[src/rtl/ulpb_tx_arbiter_if.sv]
// Bus bundle between the LC requesters, the TX arbiter and the ulpb node TX port.
// slave = arbiter view, master = requester/node environment view.
interface ulpb_tx_arbiter_if #(
    parameter int NUM_REQ    = 4,
    parameter int ADDR_WIDTH = 8,
    parameter int DATA_WIDTH = 32,
    parameter int ID_DEPTH   = 8
);
    logic [NUM_REQ-1:0]            REQ_VALID;
    logic [NUM_REQ*ADDR_WIDTH-1:0] REQ_ADDR;
    logic [NUM_REQ*DATA_WIDTH-1:0] REQ_DATA;
    logic [NUM_REQ-1:0]            REQ_ACK;
    logic [ADDR_WIDTH-1:0]         NODE_ADDR;
    logic [DATA_WIDTH-1:0]         NODE_DATA;
    logic                          NODE_REQ;
    logic                          NODE_ACK;
    logic                          NODE_TX_SUCCESS;
    logic                          NODE_TX_FAIL;
    logic                          NODE_TX_ACK;
    logic [NUM_REQ-1:0]            DONE_SUCCESS;
    logic [NUM_REQ-1:0]            DONE_FAIL;
    logic [NUM_REQ-1:0]            DONE_ACK;
    logic [$clog2(ID_DEPTH+1)-1:0] IN_FLIGHT;
    logic                          ERR_ORPHAN;

    modport slave (
        input  REQ_VALID, REQ_ADDR, REQ_DATA, NODE_ACK, NODE_TX_SUCCESS, NODE_TX_FAIL, DONE_ACK,
        output REQ_ACK, NODE_ADDR, NODE_DATA, NODE_REQ, NODE_TX_ACK, DONE_SUCCESS, DONE_FAIL,
               IN_FLIGHT, ERR_ORPHAN
    );

    modport master (
        output REQ_VALID, REQ_ADDR, REQ_DATA, NODE_ACK, NODE_TX_SUCCESS, NODE_TX_FAIL, DONE_ACK,
        input  REQ_ACK, NODE_ADDR, NODE_DATA, NODE_REQ, NODE_TX_ACK, DONE_SUCCESS, DONE_FAIL,
               IN_FLIGHT, ERR_ORPHAN
    );
endinterface

[src/rtl/ulpb_tx_arbiter.sv]
// Round-robin arbiter sharing one ulpb node TX port among NUM_REQ requesters; an in-order
// ID FIFO routes each node completion back to the requester whose message it belongs to.
module ulpb_tx_arbiter #(
    parameter int NUM_REQ    = 4,
    parameter int ADDR_WIDTH = 8,
    parameter int DATA_WIDTH = 32,
    parameter int ID_DEPTH   = 8
) (
    input  logic             CLK,
    input  logic             RESET,
    ulpb_tx_arbiter_if.slave bus
);
    localparam int          ID_W    = (NUM_REQ > 1) ? $clog2(NUM_REQ) : 1;
    localparam int          PTR_W   = (ID_DEPTH > 1) ? $clog2(ID_DEPTH) : 1;
    localparam int          CNT_W   = $clog2(ID_DEPTH + 1);
    localparam int unsigned NREQ_U  = NUM_REQ;
    localparam int unsigned DEPTH_U = ID_DEPTH;

    typedef enum logic [1:0] {I_IDLE, I_ISSUE, I_REL} issue_state_t;
    typedef enum logic [1:0] {C_IDLE, C_WAIT, C_REL} cpl_state_t;

    issue_state_t          i_state, i_state_d;
    cpl_state_t            c_state, c_state_d;

    logic [ID_W-1:0]       grant, grant_d, last, last_d;
    logic [ADDR_WIDTH-1:0] node_addr, node_addr_d;
    logic [DATA_WIDTH-1:0] node_data, node_data_d;
    logic                  node_req, node_req_d;
    logic [NUM_REQ-1:0]    req_ack, req_ack_d;

    logic [ID_W-1:0]       head, head_d;
    logic [NUM_REQ-1:0]    done_s, done_s_d, done_f, done_f_d;
    logic                  tx_ack, tx_ack_d, orphan, orphan_d;

    logic [ID_W-1:0]       fifo_mem [ID_DEPTH];
    logic [PTR_W-1:0]      wr_ptr, rd_ptr;
    logic [CNT_W-1:0]      count;
    logic                  push, pop, fifo_full, fifo_empty;

    logic                  found;
    logic [ID_W-1:0]       pick;

    assign fifo_full  = (count == CNT_W'(ID_DEPTH));
    assign fifo_empty = (count == '0);

    function automatic logic [PTR_W-1:0] ptr_inc(input logic [PTR_W-1:0] p);
        return (p == PTR_W'(ID_DEPTH - 1)) ? '0 : p + 1'b1;
    endfunction

    // Round-robin scan starting just after the last accepted requester.
    always_comb begin
        found = 1'b0;
        pick  = '0;
        for (int unsigned k = 1; k <= NREQ_U; k++) begin
            if (!found && bus.REQ_VALID[(32'(last) + k) % NREQ_U]) begin
                found = 1'b1;
                pick  = ID_W'((32'(last) + k) % NREQ_U);
            end
        end
    end

    always_comb begin
        i_state_d   = i_state;
        grant_d     = grant;
        last_d      = last;
        node_addr_d = node_addr;
        node_data_d = node_data;
        node_req_d  = node_req;
        req_ack_d   = req_ack;
        push        = 1'b0;
        case (i_state)
            I_IDLE: begin
                if (found && !fifo_full) begin
                    grant_d     = pick;
                    node_addr_d = bus.REQ_ADDR[pick*ADDR_WIDTH +: ADDR_WIDTH];
                    node_data_d = bus.REQ_DATA[pick*DATA_WIDTH +: DATA_WIDTH];
                    node_req_d  = 1'b1;
                    i_state_d   = I_ISSUE;
                end
            end
            I_ISSUE: begin
                if (bus.NODE_ACK) begin
                    push             = 1'b1;
                    last_d           = grant;
                    node_req_d       = 1'b0;
                    req_ack_d[grant] = 1'b1;
                    i_state_d        = I_REL;
                end
            end
            I_REL: begin
                if (!bus.NODE_ACK && !bus.REQ_VALID[grant]) begin
                    req_ack_d = '0;
                    i_state_d = I_IDLE;
                end
            end
            default: i_state_d = I_IDLE;
        endcase
    end

    always_comb begin
        c_state_d = c_state;
        head_d    = head;
        done_s_d  = done_s;
        done_f_d  = done_f;
        tx_ack_d  = tx_ack;
        orphan_d  = orphan;
        pop       = 1'b0;
        case (c_state)
            C_IDLE: begin
                if (bus.NODE_TX_SUCCESS || bus.NODE_TX_FAIL) begin
                    if (!fifo_empty) begin
                        pop    = 1'b1;
                        head_d = fifo_mem[rd_ptr];
                        if (bus.NODE_TX_FAIL) done_f_d[fifo_mem[rd_ptr]] = 1'b1;
                        else                  done_s_d[fifo_mem[rd_ptr]] = 1'b1;
                        c_state_d = C_WAIT;
                    end else begin
                        orphan_d  = 1'b1;
                        tx_ack_d  = 1'b1;
                        c_state_d = C_REL;
                    end
                end
            end
            C_WAIT: begin
                if (bus.DONE_ACK[head]) begin
                    done_s_d  = '0;
                    done_f_d  = '0;
                    tx_ack_d  = 1'b1;
                    c_state_d = C_REL;
                end
            end
            C_REL: begin
                if (!bus.NODE_TX_SUCCESS && !bus.NODE_TX_FAIL) begin
                    tx_ack_d  = 1'b0;
                    c_state_d = C_IDLE;
                end
            end
            default: c_state_d = C_IDLE;
        endcase
    end

    always_ff @(posedge CLK or negedge RESET) begin
        if (!RESET) begin
            i_state   <= I_IDLE;
            grant     <= '0;
            last      <= ID_W'(NUM_REQ - 1);
            node_addr <= '0;
            node_data <= '0;
            node_req  <= 1'b0;
            req_ack   <= '0;
        end else begin
            i_state   <= i_state_d;
            grant     <= grant_d;
            last      <= last_d;
            node_addr <= node_addr_d;
            node_data <= node_data_d;
            node_req  <= node_req_d;
            req_ack   <= req_ack_d;
        end
    end

    always_ff @(posedge CLK or negedge RESET) begin
        if (!RESET) begin
            c_state <= C_IDLE;
            head    <= '0;
            done_s  <= '0;
            done_f  <= '0;
            tx_ack  <= 1'b0;
            orphan  <= 1'b0;
        end else begin
            c_state <= c_state_d;
            head    <= head_d;
            done_s  <= done_s_d;
            done_f  <= done_f_d;
            tx_ack  <= tx_ack_d;
            orphan  <= orphan_d;
        end
    end

    // Simultaneous push and pop both take effect and leave occupancy unchanged.
    always_ff @(posedge CLK or negedge RESET) begin
        if (!RESET) begin
            wr_ptr <= '0;
            rd_ptr <= '0;
            count  <= '0;
            for (int unsigned i = 0; i < DEPTH_U; i++) fifo_mem[i] <= '0;
        end else begin
            if (push) begin
                fifo_mem[wr_ptr] <= grant;
                wr_ptr           <= ptr_inc(wr_ptr);
            end
            if (pop) rd_ptr <= ptr_inc(rd_ptr);
            if (push && !pop)      count <= count + 1'b1;
            else if (pop && !push) count <= count - 1'b1;
        end
    end

    assign bus.REQ_ACK      = req_ack;
    assign bus.NODE_ADDR    = node_addr;
    assign bus.NODE_DATA    = node_data;
    assign bus.NODE_REQ     = node_req;
    assign bus.NODE_TX_ACK  = tx_ack;
    assign bus.DONE_SUCCESS = done_s;
    assign bus.DONE_FAIL    = done_f;
    assign bus.IN_FLIGHT    = count;
    assign bus.ERR_ORPHAN   = orphan;
endmodule

[src/flat_wrapper.sv]
// flat-port wrapper written by rule: the top's interface ports become plain ports
module ulpb_tx_arbiter_flat 
#(
    parameter int NUM_REQ    = 4,
    parameter int ADDR_WIDTH = 8,
    parameter int DATA_WIDTH = 32,
    parameter int ID_DEPTH   = 8
)
  (CLK, RESET, bus_REQ_VALID, bus_REQ_ADDR, bus_REQ_DATA, bus_NODE_ACK, bus_NODE_TX_SUCCESS, bus_NODE_TX_FAIL, bus_DONE_ACK, bus_REQ_ACK, bus_NODE_ADDR, bus_NODE_DATA, bus_NODE_REQ, bus_NODE_TX_ACK, bus_DONE_SUCCESS, bus_DONE_FAIL, bus_IN_FLIGHT, bus_ERR_ORPHAN);
  ulpb_tx_arbiter_if #(.NUM_REQ(NUM_REQ), .ADDR_WIDTH(ADDR_WIDTH), .DATA_WIDTH(DATA_WIDTH), .ID_DEPTH(ID_DEPTH)) bus_i ();
  input  logic CLK;
  input  logic RESET;
  input wire logic [$bits(bus_i.REQ_VALID)-1:0] bus_REQ_VALID;
  input wire logic [$bits(bus_i.REQ_ADDR)-1:0] bus_REQ_ADDR;
  input wire logic [$bits(bus_i.REQ_DATA)-1:0] bus_REQ_DATA;
  input wire logic [$bits(bus_i.NODE_ACK)-1:0] bus_NODE_ACK;
  input wire logic [$bits(bus_i.NODE_TX_SUCCESS)-1:0] bus_NODE_TX_SUCCESS;
  input wire logic [$bits(bus_i.NODE_TX_FAIL)-1:0] bus_NODE_TX_FAIL;
  input wire logic [$bits(bus_i.DONE_ACK)-1:0] bus_DONE_ACK;
  output wire logic [$bits(bus_i.REQ_ACK)-1:0] bus_REQ_ACK;
  output wire logic [$bits(bus_i.NODE_ADDR)-1:0] bus_NODE_ADDR;
  output wire logic [$bits(bus_i.NODE_DATA)-1:0] bus_NODE_DATA;
  output wire logic [$bits(bus_i.NODE_REQ)-1:0] bus_NODE_REQ;
  output wire logic [$bits(bus_i.NODE_TX_ACK)-1:0] bus_NODE_TX_ACK;
  output wire logic [$bits(bus_i.DONE_SUCCESS)-1:0] bus_DONE_SUCCESS;
  output wire logic [$bits(bus_i.DONE_FAIL)-1:0] bus_DONE_FAIL;
  output wire logic [$bits(bus_i.IN_FLIGHT)-1:0] bus_IN_FLIGHT;
  output wire logic [$bits(bus_i.ERR_ORPHAN)-1:0] bus_ERR_ORPHAN;
  assign bus_i.REQ_VALID = bus_REQ_VALID;
  assign bus_i.REQ_ADDR = bus_REQ_ADDR;
  assign bus_i.REQ_DATA = bus_REQ_DATA;
  assign bus_i.NODE_ACK = bus_NODE_ACK;
  assign bus_i.NODE_TX_SUCCESS = bus_NODE_TX_SUCCESS;
  assign bus_i.NODE_TX_FAIL = bus_NODE_TX_FAIL;
  assign bus_i.DONE_ACK = bus_DONE_ACK;
  assign bus_REQ_ACK = bus_i.REQ_ACK;
  assign bus_NODE_ADDR = bus_i.NODE_ADDR;
  assign bus_NODE_DATA = bus_i.NODE_DATA;
  assign bus_NODE_REQ = bus_i.NODE_REQ;
  assign bus_NODE_TX_ACK = bus_i.NODE_TX_ACK;
  assign bus_DONE_SUCCESS = bus_i.DONE_SUCCESS;
  assign bus_DONE_FAIL = bus_i.DONE_FAIL;
  assign bus_IN_FLIGHT = bus_i.IN_FLIGHT;
  assign bus_ERR_ORPHAN = bus_i.ERR_ORPHAN;
  ulpb_tx_arbiter #(.NUM_REQ(NUM_REQ), .ADDR_WIDTH(ADDR_WIDTH), .DATA_WIDTH(DATA_WIDTH), .ID_DEPTH(ID_DEPTH)) u_core (.CLK(CLK), .RESET(RESET), .bus(bus_i));
endmodule
[config.mk]
export PLATFORM = sky130hd
export DESIGN_NAME = ulpb_tx_arbiter_flat
export DESIGN_NICKNAME = d
export VERILOG_FILES = /design/src/rtl/ulpb_tx_arbiter_if.sv /design/src/rtl/ulpb_tx_arbiter.sv /design/src/flat_wrapper.sv
export SDC_FILE = /design/constraint.sdc
export NUM_CORES = 1
export LEC_CHECK = 0
export ABC_AREA = 1
export CAP_MARGIN = 20
export CORE_ASPECT_RATIO = 1.1
export CORE_MARGIN = 2
export CORE_UTILIZATION = 40
export CTS_CLUSTER_DIAMETER = 100
export DETAILED_ROUTE_END_ITERATION = 10
export HOLD_SLACK_MARGIN = 0.06
export PLACE_DENSITY = 0.78
export SYNTH_ARGS = -nofsm -noshare
export SYNTH_HDL_FRONTEND = slang
export SYNTH_SLANG_ARGS = --single-unit
export TNS_END_PERCENT = 1
[constraint.sdc]
create_clock -name CLK -period 3.2 [get_ports CLK]
set_clock_uncertainty 0.2 [all_clocks]
set_input_delay 0.64 -clock CLK [delete_from_list [all_inputs] [get_ports CLK]]
set_output_delay 0.64 -clock CLK [all_outputs]
set_load 0.005 [all_outputs]
==> flow_summary.json <==
{
  "cts_tree": "yes",
  "critPathCaptureType": "register",
  "crit_arrival_ps": 2680,
  "p_leak_nw": 4.87,
  "fmax_ghz": 0.378,
  "grt_pass1_wl_um": 31600,
  "synth_seq_cells": 91,
  "layout-drive-gt1-share_pct": 4.00,
  "ys.flop_type": "dfrtp_1",
  "finalWeightedCongestion": 0.903,
  "synth_edf_count": 0,
  "ys_warn_count": 0,
  "drt_wl_total_um": 20000,
  "cts_resized": 0,
  "outcome": "complete, no violations",
  "num_rows": 48,
  "start_util_pct": 40.6,
  "post_cts_buffers": 0,
  "hold_class": "in -> async",
  "place_inst": 1383,
  "grt_pass1_vias": 6625,
  "clock-root-buffer": "clkbuf_16",
  "hold_violations": 0,
  "grt-ovfl-total": 0,
  "worstPathMaxFanout": 4,
  "total_power_mw": 10.3,
  "clk_pin_slew_worst_paths_ps": 70,
  "finalCriticalPeriod_ps": 2650,
  "wl_per_cell_um": 14.3,
  "ys_async_sr_fraction_pct": 100,
  "seq_area_frac_synth_pct": 35.9,
  "layout_commonest_cell": "nand2_1",
  "num_io_pins": 232,
  "h-tree-depth": 3,
  "syn_avg_cell_area_um2": 6.40,
  "viasPerCell": 5.02,
  "diodes": 0,
  "maxSlewHeadroom_pct": 55.5,
  "fin_ws_ps": 552,
  "grt_use_total_pct": 23.8,
  "vdd_drop_max_mv": 0.747,
  "critPathLaunchType": "primary input",
  "syn_area_um2": 6340,
  "fin_util_pct": 58.4,
  "vias": 7021,
  "clock-sinks": 91,
  "hold_buffers": 0,
  "cts_inserted_buffers": 9,
  "core_region_area_um2": 15600,
  "dieWidth_um": 124,
  "antenna_found_initial": 0,
  "pre_cts_ws_ps": 194,
  "synth_cells": 991,
  "ant_nets": 0,
  "synth_nets": 1172,
  "cap_violations": 0,
  "drc_errors": 0,
  "die_h_um": 136,
  "setup_viol": 0,
  "fill_cells": 1484,
  "finalCritPeriodShare_pct": 82.8,
  "final_cell_mix": "316 x nand2_1, 230 x clkdlybuf4s50_1, 205 x inv_1",
  "io_buffer_count": 231,
  "critical_path_required_ps": 3240,
  "grt_max_degree": 79,
  "worst_slew_pin_slew_ps": 667,
  "clock_path_buffers": 2,
  "area_growth_pct": 43.8,
  "firstDrtPassIters": 5,
  "ys_types": 35,
  "die_area_um2": 16900,
  "power_density_nw_per_um2": 1130,
  "fin_nets": 1375,
  "rsz0062_at_grt": "false",
  "setup-tns-final_ps": 0,
  "insertion_delay_ps": 350,
  "drt-initial-drc-count": 451,
  "final_cells": 1399,
  "slew_violations": 0,
  "path_class": "in -> reg",
  "dp_hpwl_um": 14400
}
[stage by stage]
stage | cell area, um2 | hold slack (ps)
floorplan | 6340 | 144
global route | 9120 | 146
finish | 9120 | 110
global placement | 8840 | 253
detailed placement | 8840 | 262
CTS | 9120 | 132
[path summary, 6_finish.rpt]
check / endpoint / cells after the start / startpoint / slack [ps]
max: u_core.bus.IN_FLIGHT[3] / 13 / bus_NODE_TX_FAIL / 550
min: u_core.bus.ERR_ORPHAN / 1 / RESET / 110
max reg2reg: u_core.bus.IN_FLIGHT[3] / 16 / u_core.bus.IN_FLIGHT[0] / 570
min reg2reg: u_core.bus.ERR_ORPHAN / 1 / u_core.bus.ERR_ORPHAN / 270
max in group asynchronous: u_core.bus.NODE_DATA[0] / 2 / RESET / 1890
min in group CLK: u_core.bus.ERR_ORPHAN / 1 / u_core.bus.ERR_ORPHAN / 270
[worst max-delay path: stages]
cell and delay, ps:
clkdlybuf4s50_1 490, nor2_1 70, nor2_1 150, inv_1 100, ha_1 230, inv_1 120
ha_1 250, a21o_1 180, a21oi_1 160, nand2_1 70, nand2_1 60, nor2_1 40
xor2_1 130
[registers in the layout, indices dropped and copies added (netlist names)]
signal,flops
u_core.bus.DONE_FAIL,4
u_core.bus.DONE_SUCCESS,4
u_core.bus.ERR_ORPHAN,1
u_core.bus.IN_FLIGHT,4
u_core.bus.NODE_ADDR,8
u_core.bus.NODE_DATA,32
u_core.bus.NODE_REQ,1
u_core.bus.NODE_TX_ACK,1
u_core.bus.REQ_ACK,4
u_core.c_state,2
u_core.fifo_mem,16
u_core.grant,2
u_core.head,2
u_core.i_state,2
u_core.last,2
u_core.rd_ptr,3
u_core.wr_ptr,3
[cell usage after synthesis (2+ instances only)]
cell	instances	share of area, %
nand2_1	316	19
inv_1	205	12
nand3_1	92	7.3
dfrtp_1	89	35
nand4_1	79	7.8
nor2_1	52	3.1
o21ai_0	39	3.1
a21oi_1	24	1.9
buf_2	24	1.9
clkbuf_1	15	0.89
buf_6	7	1.2
ha_1	7	1.4
buf_4	5	0.59
nand2_2	4	0.39
buf_1	3	0.18
o31ai_1	3	0.35
dfstp_2	2	0.83
inv_2	2	0.12
nand3_2	2	0.32
nor3_1	2	0.16
o211ai_1	2	0.24
o21ai_1	2	0.16
o22ai_1	2	0.20
xnor2_1	2	0.28
[final cells by class]
| type | count | area [um2] | share of cell area (%) |
|---|---|---|---|
| Timing Repair Buffer | 246 | 2520 | 27.7 |
| Multi-Input combinational cell | 638 | 3000 | 32.9 |
| Tap cell | 200 | 250 | 2.74 |
| Sequential cell | 91 | 2280 | 25.0 |
| Clock inverter | 6 | 56.3 | 0.617 |
| Clock buffer | 10 | 229 | 2.51 |
| Inverter | 208 | 783 | 8.59 |
[power by group]
part	total, mW	internal (mW)	leakage (nW)	switching (mW)
logic	7.03	2.86	3.62	4.17
registers	2.18	1.76	1.11	0.425
clock network	1.07	0.548	0.138	0.518
[per-layer routing]
metal	vias up	share of wire [%]	global-route usage [%]
li1	3493	-	-
met5	-	0	0
met3	51	8.1	6.46
met2	269	48	39.7
met4	0	3.4	9.24
met1	3208	41	28.9
[cell families (layout without fill, tap and decap cells)]
family | count (synthesis) | count (layout) | share of synthesized area, %
and+or+nand+nor | 550 | 550 | 38.2
buffers and inverters | 262 | 470 | 17.1
DFF | 91 | 91 | 35.9
AOI/OAI and AO/OA | 77 | 77 | 6.59
adders and majority gates | 8 | 8 | 1.70
xor gates and xnor gates | 3 | 3 | 0.414
Note: power is estimated with default switching activity, not from simulation.
==> RTL change, RTL diff (same settings) <==
`NUM_REQ` is set to 4 in 3 places; all go to 8.
--- a/src/rtl/ulpb_tx_arbiter_if.sv
+++ b/src/rtl/ulpb_tx_arbiter_if.sv
@@ -2,5 +2,5 @@
 // slave = arbiter view, master = requester/node environment view.
 interface ulpb_tx_arbiter_if #(
-    parameter int NUM_REQ    = 4,
+    parameter int NUM_REQ    = 8,
     parameter int ADDR_WIDTH = 8,
     parameter int DATA_WIDTH = 32,
--- a/src/rtl/ulpb_tx_arbiter.sv
+++ b/src/rtl/ulpb_tx_arbiter.sv
@@ -2,5 +2,5 @@
 // ID FIFO routes each node completion back to the requester whose message it belongs to.
 module ulpb_tx_arbiter #(
-    parameter int NUM_REQ    = 4,
+    parameter int NUM_REQ    = 8,
     parameter int ADDR_WIDTH = 8,
     parameter int DATA_WIDTH = 32,
--- a/src/flat_wrapper.sv
+++ b/src/flat_wrapper.sv
@@ -2,5 +2,5 @@
 module ulpb_tx_arbiter_flat 
 #(
-    parameter int NUM_REQ    = 4,
+    parameter int NUM_REQ    = 8,
     parameter int ADDR_WIDTH = 8,
     parameter int DATA_WIDTH = 32,
Ports: changed (7 resized); port bits go from 232 to 412. No check against the original RTL was run, so the function may have changed too.
==> RTL change against the original RTL <==
The run now ends with setup timing left; global-route usage increased by 8.9 points; final area increased by 65%; worst setup slack got worse by 660 ps; routed wire length increased by 100%; critical path depth increased by 8; via count increased by 69%; sequential cell count increased by 23; synthesized area increased by 38%; die area increased by 37%; final cell count increased by 53%; critical path type is now register to register; highest routed layer is now met5.
Power is not shown: default switching activity piles up to over one toggle a cycle in this logic, so the estimate is an artifact.
==> RTL change: results (changes against the original RTL) <==
----------------------------------------------------
[Status]
  Status ... finished with violations (was completed)
  Violated checks ... setup timing

[Critical path]
  Crit path max fanout ... 7 (was 4)
  Slowest Stage Delay on Critical Path ... 550 ps (was 490 ps)
  Worst path top cell family by delay ... simple AND/OR/NAND/NOR gates (was buffers and inverters)
  Cell depth of the worst flop-to-flop path ... 21 (was 16)

[GRT]
  All-Layer GR Usage ... 32.6% (was 23.8%)
  Maximum number of pins on one net before global-route repair ... 57 (was 79)
  Number of antenna violations at the first check in global routing ... 7 (was 0)
  Wire length of the first global-routing pass ... 60.0 mm (was 31.6 mm)
  Via count of the first global-routing pass ... 11200 (was 6625)

[CTS]
  Post-CTS Repair Setup Buffers ... 1 (was 0)
  Number of CTS-inserted buffers ... 17 (was 9)
  Later-pin clock latency in the skew report ... 430 ps (was 350 ps)
  H-Tree Level Count ... 4 (was 3)
  PostCTS Resize Cnt ... 24 (was 0)

[Synthesis]
  Leading cell types by total area after synthesis ... sky130_fd_sc_hd__dfrtp_1 32%, sky130_fd_sc_hd__nand3_1 25%, sky130_fd_sc_hd__nand2_1 19% (was sky130_fd_sc_hd__dfrtp_1 35%, sky130_fd_sc_hd__nand2_1 19%, sky130_fd_sc_hd__inv_1 12%)
  Proportion of synthesized chip area in sequential cells ... 32.6% (was 35.9%)
  Number of distinct standard cells referenced by the synthesized netlist ... 43 (was 35)
  Adder-cell area share of the yosys netlist ... 1.51% (was 1.70%)
  Number of instances in the synthesized netlist ... 1386 (was 991)
  Syn Nets ... 1737 (was 1172)

[Cells and area]
  Ratio of cells with drive above 1 in the final layout ... 11.4% (was 4.00%)
  Non-filler cells in the finished layout ... 2146 (was 1399)

[Placement]
  DP Worst Slack ... -381 ps (was 194 ps)
  Placed Cells incl. Taps ... 2083 (was 1383)
  Routability congestion estimate from global placement ... 0.940 (was 0.903)
  Buffers on Ports ... 411 (was 231)
  DP Wirelength ... 29.6 mm (was 14.4 mm)

[Timing]
  Crit path setup slack, layout ... -104 ps (was 552 ps)
  Final number of setup-violating endpoints ... 30 (was 0)
  Headroom to the max-slew limit ... 47.8% (was 55.5%)

[Detailed routing]
  Wire length after detailed routing ... 40.5 mm (was 20.0 mm)
  DR iter-0 viols ... 1227 (was 451)
  Detailed Routing Iterations Pass 1 ... 6 (was 5)

----------------------------------------------------
==> RTL change: cell types whose count changed after synthesis, sizes merged, moves of 6 or more <==
cell and change:
a21oi +21, buf +39, clkbuf +6, dfrtp +22, inv -143, nand2 +119
nand3 +343, nand4 -74, nor2 +24, o21ai +17
==> RTL change: area by class of cell <==
type	count	area, sq um
fill	1839	6390
sequential	114	2860
multi-input combinational	1108	5380
inverter	66	253
tap	290	363
clock inverter	15	123
clock buffer	17	425
antenna	7	17.5
timing repair buffer	529	5630
==> RTL change: through the flow <==
stage | TNS, ps | util (%)
after detailed placement | -12320 | 64.1
after floorplan | 0 | -
after global routing | -6810 | 70.2
after global placement | -10910 | 64.1
after CTS | -10.2 | 67.3
final | -1140 | 70.2
==> RTL change: layer usage <==
metal	GRT usage [%]	vias to the layer above	part of all wire, %
li1	-	5553	-
met1	39.5	5477	38
met2	55.7	700	48
met3	8.68	109	10
met4	12.3	2	3.9
met5	0	-	0.032
